## src/rtl/gpio_in_filter.sv

```systemverilog
// -----------------------------------------------------------------------------
// gpio_in_filter
//
// Input conditioning between the GPIO pads and the SoC gpio_in bus. Each pad
// bit is brought into the clk domain through a two-flop synchroniser and then
// debounced by a per-pin glitch counter with a live-programmable threshold.
// The committed (stable) vector drives gpio_o.
//
// Optional edge-capture unit, enabled by defining GPIO_IN_FILTER_EDGE_IRQ_EN:
// a registered one-cycle pulse per filtered transition (edge_o), sticky
// per-pin status bits (status_o) with level-sampled clear, and irq_o as the
// OR of all status bits. With the macro undefined those outputs are tied to
// 0, status_clr_i is ignored and no edge-capture flops exist.
//
// Parameters:
//   NB_PINS      number of filtered inputs
//   CNT_WIDTH    width of the per-pin glitch counter and of the threshold
//
// Ports:
//   clk           single clock
//   rst_n         asynchronous active-low reset
//   pad_in_i      raw pad inputs, asynchronous to clk
//   cfg_en_i      1 = debounce active, 0 = bypass after the synchroniser
//   cfg_thresh_i  stable-cycle threshold T (0 behaves as 1)
//   gpio_o        filtered stable vector
//   edge_o        one-cycle pulse per pin on each filtered transition
//   status_clr_i  per-pin clear of the sticky status, level-sampled
//   status_o      sticky edge status
//   irq_o         OR-reduction of status_o
// -----------------------------------------------------------------------------
module gpio_in_filter #(
    parameter int NB_PINS   = 32,
    parameter int CNT_WIDTH = 8
) (
    input  logic                 clk,
    input  logic                 rst_n,
    input  logic [NB_PINS-1:0]   pad_in_i,
    input  logic                 cfg_en_i,
    input  logic [CNT_WIDTH-1:0] cfg_thresh_i,
    output logic [NB_PINS-1:0]   gpio_o,
    output logic [NB_PINS-1:0]   edge_o,
    input  logic [NB_PINS-1:0]   status_clr_i,
    output logic [NB_PINS-1:0]   status_o,
    output logic                 irq_o
);

    // Threshold of zero would commit with no qualification at all; treat it
    // as one so the shortest filter still needs one confirming cycle.
    function automatic logic [CNT_WIDTH:0] eff_thresh(input logic [CNT_WIDTH-1:0] t);
        logic [CNT_WIDTH:0] r;
        if (t == '0) begin
            r = {{CNT_WIDTH{1'b0}}, 1'b1};
        end else begin
            r = {1'b0, t};
        end
        return r;
    endfunction

    localparam logic [CNT_WIDTH:0] CNT_ONE = {{CNT_WIDTH{1'b0}}, 1'b1};

    // -------------------------------------------------------------------------
    // Two-flop synchroniser
    // -------------------------------------------------------------------------
    logic [NB_PINS-1:0] sync1_q, sync1_d;
    logic [NB_PINS-1:0] sync2_q, sync2_d;

    always_comb begin
        sync1_d = pad_in_i;
        sync2_d = sync1_q;
    end

    always_ff @(posedge clk or negedge rst_n) begin
        if (!rst_n) begin
            sync1_q <= '0;
            sync2_q <= '0;
        end else begin
            sync1_q <= sync1_d;
            sync2_q <= sync2_d;
        end
    end

    // -------------------------------------------------------------------------
    // Per-pin debounce counter and stable value
    // -------------------------------------------------------------------------
    logic [NB_PINS-1:0]                stable_q, stable_d;
    logic [NB_PINS-1:0][CNT_WIDTH-1:0] cnt_q, cnt_d;
    logic [CNT_WIDTH:0]                thresh_eff;

    assign thresh_eff = eff_thresh(cfg_thresh_i);

    always_comb begin
        logic [CNT_WIDTH:0] cnt_inc;
        cnt_inc  = '0;
        stable_d = stable_q;
        cnt_d    = cnt_q;
        for (int i = 0; i < NB_PINS; i++) begin
            // One extra bit so cnt+1 is compared without wrapping; the commit
            // fires before the counter could ever reach 2^CNT_WIDTH.
            cnt_inc = {1'b0, cnt_q[i]} + CNT_ONE;
            if (!cfg_en_i) begin
                stable_d[i] = sync2_q[i];
                cnt_d[i]    = '0;
            end else if (sync2_q[i] == stable_q[i]) begin
                // Input agrees with the committed value: any partial glitch
                // count is discarded.
                cnt_d[i] = '0;
            end else if (cnt_inc >= thresh_eff) begin
                // Threshold is sampled live, so lowering it mid-count can
                // commit on this very edge.
                stable_d[i] = sync2_q[i];
                cnt_d[i]    = '0;
            end else begin
                cnt_d[i] = cnt_inc[CNT_WIDTH-1:0];
            end
        end
    end

    always_ff @(posedge clk or negedge rst_n) begin
        if (!rst_n) begin
            stable_q <= '0;
            cnt_q    <= '0;
        end else begin
            stable_q <= stable_d;
            cnt_q    <= cnt_d;
        end
    end

    assign gpio_o = stable_q;

`ifdef GPIO_IN_FILTER_EDGE_IRQ_EN
    // -------------------------------------------------------------------------
    // Edge capture: a delayed copy of stable lets edge_o rise on the cycle
    // after stable changes; status sets on the same edge so both are visible
    // together. Set takes priority over a coincident clear.
    // -------------------------------------------------------------------------
    logic [NB_PINS-1:0] stable_dly_q, stable_dly_d;
    logic [NB_PINS-1:0] edge_q, edge_d;
    logic [NB_PINS-1:0] status_q, status_d;

    always_comb begin
        stable_dly_d = stable_q;
        edge_d       = stable_q ^ stable_dly_q;
        status_d     = (status_q & ~status_clr_i) | edge_d;
    end

    always_ff @(posedge clk or negedge rst_n) begin
        if (!rst_n) begin
            stable_dly_q <= '0;
            edge_q       <= '0;
            status_q     <= '0;
        end else begin
            stable_dly_q <= stable_dly_d;
            edge_q       <= edge_d;
            status_q     <= status_d;
        end
    end

    assign edge_o   = edge_q;
    assign status_o = status_q;
    assign irq_o    = |status_q;
`else
    logic unused_status_clr;
    assign unused_status_clr = ^status_clr_i;

    assign edge_o   = '0;
    assign status_o = '0;
    assign irq_o    = 1'b0;
`endif

endmodule

```

## config.mk

```make
export PLATFORM = sky130hd
export DESIGN_NAME = gpio_in_filter
export DESIGN_NICKNAME = d
export VERILOG_FILES = /design/src/rtl/gpio_in_filter.sv
export SDC_FILE = /design/constraint.sdc
export NUM_CORES = 1
export LEC_CHECK = 0
export BUFFER_PORTS_ARGS = -buffer_cell sky130_fd_sc_hd__buf_2
export CORE_MARGIN = 4
export CORE_UTILIZATION = 45
export DETAILED_ROUTE_END_ITERATION = 10
export PLACE_DENSITY = 0.62
export SLEW_MARGIN = 5
export SYNTH_ARGS = -nofsm -noshare
export SYNTH_HDL_FRONTEND = slang
export SYNTH_SLANG_ARGS = --single-unit
```

## constraint.sdc

```tcl
create_clock -name clk -period 3.3 [get_ports clk]
set_input_delay 0.495 -clock clk [delete_from_list [all_inputs] [get_ports clk]]
set_output_delay 0.495 -clock clk [all_outputs]
set_load 0.01 [all_outputs]
```

---- Word level (Yosys, flattened, before mapping) ----
Cells that the tools add are included.
cells by class
  multiply operators ...................... 0
  bitwise logic cells ..................... 0
  reductions and logical operators ........ 33
  mux-type cells .......................... 193
  equal/unequal tests ..................... 96
  $lt $le $gt $ge ......................... 32
  divide/modulo/power cells ............... 0
  shift-type cells ........................ 0
  $add $sub $neg .......................... 32
operators by type and width
  cell                                                                     count
  8-bit 2-to-1 mux                                                         97
  8-bit by 1-bit adder with 9-bit output, second input constant            32
  9-bit by 8-bit greater-or-equal comparator with 1-bit output             32
  1-bit 2-to-1 mux                                                         96
  2-bit by 1-bit inequality test with 1-bit output, second input constant  32
  2-bit inequality test, second input constant                             32
  2-bit AND reduction                                                      32
  1-bit == test                                                            32
  8-bit logical NOT                                                        1
storage, ports and cells
  register bits after elaboration ......... 352
  input port bits ......................... 75
  memory bits (writable) .................. 0
  latch bits .............................. 0
  memories ................................ 0
  bits in read-only memories .............. 0

---- Depth between registers and ports, before layout ----
  depth after elaboration ................. 6
  mapped depth ............................ 10

---- Least setup slack after synthesis ----
OpenSTA, ideal clock, no wires.
  kind .................................... input to register
  start point ............................. input cfg_thresh_i[4]
  end point ............................... register cnt_q[48] in the netlist's numbering
  library setup time ...................... 0.111 ns
  arrival time ............................ 3.356 ns
  path buffers ............................ 0
  slack ................................... -0.168 ns
  required time ........................... 3.189 ns
  stages on the path ...................... 8
  cells stage by stage .................... inv_1 -> a41o_1 -> ha_1 -> nand2b_1 -> a21o_1 -> a211oi_2 -> o21ai_2 -> a2111oi_2
RTL lines
  what                  RTL line  source
  start, declared       39        input logic [CNT_WIDTH-1:0] cfg_thresh_i,
  end signal, assigned  124       cnt_q <= cnt_d;
  end, declared         86        logic [NB_PINS-1:0][CNT_WIDTH-1:0] cnt_q, cnt_d;

==> impl_metrics.toml <==
[route]
vias = 14570
vias_per_cell = 5.240
drc = 0
wl_mm = 44.25
first_iter_violations = 740
antenna_left = 0
wl_per_cell_um = 15.91
dr.pass1.iters = 5

[synth]
synth_seq_cells = 352
synth_area_mm2 = 0.02102
synth.most_common_cell = "dfrtp_1"
netlist_instances = 2016
async_flop_share_pct = 100.0
synth_ff_type = "dfrtp_1"
yosysTopAreaCell = "dfrtp_1"
synth_edf_count = 0
avgSynthCellArea_um2 = 10.43
ys_types = 62
netlist.area_leader.share_pct = 41.91
ys.warnings.count = 0
synthTopCellsByCount = "352 x dfrtp_1, 256 x ha_1, 151 x nor2_1, 151 x nor2b_1, 144 x nand3_1"
yosysSeqAreaShare_pct = 41.91
yosys-top-cells-area = "dfrtp_1 42%, ha_1 15%, xnor2_1 5.0%, nor2b_1 4.5%, xor2_1 4.3%"

[global_routing]
antenna_found_initial = 0
grt_max_degree = 83
grt_pass1_wl_mm = 73.61
grt_overflow = 0
grt_pass1_vias = 14880
grtUsageTotal_pct = 17.70

[cells_and_area]
n_antenna_cell = 0
nNetsFinal = 2481
fillers = 4037
layoutNonFillerInstCount = 2781
multi_input_area_mm2 = 0.01167
seq_area_mm2 = 0.008808
drive_gt1_share_pct = 10.32
area_delta_synth_final_pct = 12.25
stdcell_area_mm2 = 0.02359

[cts]
clk_pin_slew_ns = 0.06
clock_latency_ns = 0.56
cts_buffers = 43
clk_path_buf_depth = 3
ctsResizeCount = 0
cts_tree = "done"
clock_sinks = 352
h-tree-depth = 2
clock_tree.root_cell = "clkbuf_16"
postCtsSetupBuffers = 0

[power]
ir_worst_vdd_v = 0.0003897
pwr_density_cell_mw_per_mm2 = 451.9
power_leakage_nw = 11.48

[sta]
hold_viol_final = 0
period_share_pct = 84.51
finalSetupViolCount = 0
tightest_slew_ns = 0.7941
fin_worst_skew_ns = 0.02067
max_freq_ghz = 0.3586
max-slew-margin-rel_pct = 46.98
finalCriticalPeriod_ns = 2.789
rsz0062_at_grt = "no"
slew_violations = 0
setup_tns_ns = 0

[place]
routabilityCongestion = 0.8164
dp.cells = 2704
hpwl_mm = 29.36
place_area_mm2 = 0.02218
io_buffers = 74

[critical_path]
cp_data_arrival_time_ns = 3.27
max_stage_delay_ns = 0.52
crit_slowest_cell = "a2111oi_0"
setup.worst_path.start_class = "flop"
endpoint_kind = "flop"
crit_fanout = 8
path_cells = "ha_1, nand3_1, nor2_1, xor2_1, ha_1, a21oi_1, o21ai_0, a2111oi_0, o211ai_2, nor2b_1"
cp_data_required_time_ns = 3.78
path_class = "flop to flop"
critPathMostFrequentCell = "ha_1"

[run_status]
status = "finished, final reports clean"

[run]
cap_violations = 0

[floorplanning]
initial_core_util_pct = 45.92
die_w_um = 224.1
num_rows = 78
die-area_mm2 = 0.05023
die_y_um = 224.1
boundaryPins = 172
core_mm2 = 0.04577

[hold_path]
min_path_type = "input pin to flop"
report_power, final:
part | switching (mW) | internal [mW] | leakage, nW
clock | 1.83 | 2.88 | 0.693
sequential | 0.157 | 4.48 | 4.66
combinational | 0.808 | 0.503 | 6.13
layer usage:
layer	GRT usage (%)	vias to the layer above	part of all wire [%]
met4	6.781	0	3.4
met5	0	-	0
met2	29.96	190	48
met1	23.10	7082	45
met3	2.555	96	3.3
li1	-	7205	-
repair_timing:
action / 4_1_cts / 5_1_grt
setup endpoints to repair: 0 / 0
hold endpoints to repair: 75 / 0
hold buffers: 1 / 0
state kept, by name, summed over array words and instances, names as in the netlist:
| name | cells |
|---|---|
| sync1_q | 32 |
| gpio_o | 32 |
| cnt_q | 256 |
| sync2_q | 32 |
through the flow:
stage,utilization (%),setup WS (ns),total power [mW],hold WS (ns)
final,51.55,0.5113,10.66,0.04174
after global routing,51.55,0.2226,11.20,0.02070
after CTS,51.55,0.4830,10.85,0.001262
after detailed placement,48.46,0.2488,6.040,0.3347
after global placement,48.46,0.3034,5.996,0.3324
after floorplan,-,0.1021,5.588,0.1994
worst paths after layout:
path	start	to	slack, ns	cells past startpoint
min in group asynchronous	rst_n	cnt_q[79]$_DFF_PN0_	0.52	2
max in group asynchronous	rst_n	cnt_q[182]$_DFF_PN0_	1.77	3
setup reg to reg	cnt_q[224]$_DFF_PN0_	cnt_q[227]$_DFF_PN0_	0.51	10
hold / removal	pad_in_i[26]	sync1_q[26]$_DFF_PN0_	0.04	1
setup / recovery	cnt_q[224]$_DFF_PN0_	cnt_q[227]$_DFF_PN0_	0.51	10
hold reg to reg	sync1_q[3]$_DFF_PN0_	sync2_q[3]$_DFF_PN0_	0.34	0
worst max-delay path: cells and delay by family (launching register included):
family	cells	cell delay [ns]
DFF	1	0.42
and+or+nand+nor	3	0.51
xor gates and xnor gates	1	0.21
AOI/OAI and AO/OA	4	1.08
adders and majority gates	2	0.49
placed cells by master, fill, tap and decap left out, types with 60 or more instances in the layout:
cell type	synthesis	routed
dfrtp_1	352	352
ha_1	256	256
nor2_1	151	151
nor2b_1	151	151
nand3_1	144	144
nand2_1	135	135
xnor2_1	120	120
xor2_1	104	104
a21oi_1	78	78
buf_2	4	73
conb_1	1	65
inv_1	64	60
logic make-up (layout without fill, tap and decap cells):
family	after synthesis	count (layout)	synth area share, %
compound gates	245	245	8.971
simple gates	744	744	17.99
fa+ha+maj	285	285	16.63
mux	25	25	1.339
other cells	1	65	0.01784
flops	352	352	41.91
buf+inv	139	240	3.738
xor+xnor	225	225	9.411
final cells by class:
type | instances | share of cell area, %
multi-input cells | 1589 | 49.45
flip-flops and latches | 352 | 37.33
clock buffers | 62 | 5.202
well taps | 600 | 3.182
repair buffers | 99 | 3.055
inverters | 65 | 1.034
clock inverters | 14 | 0.7477
No activity file was read; power rests on OpenSTA's default activity.
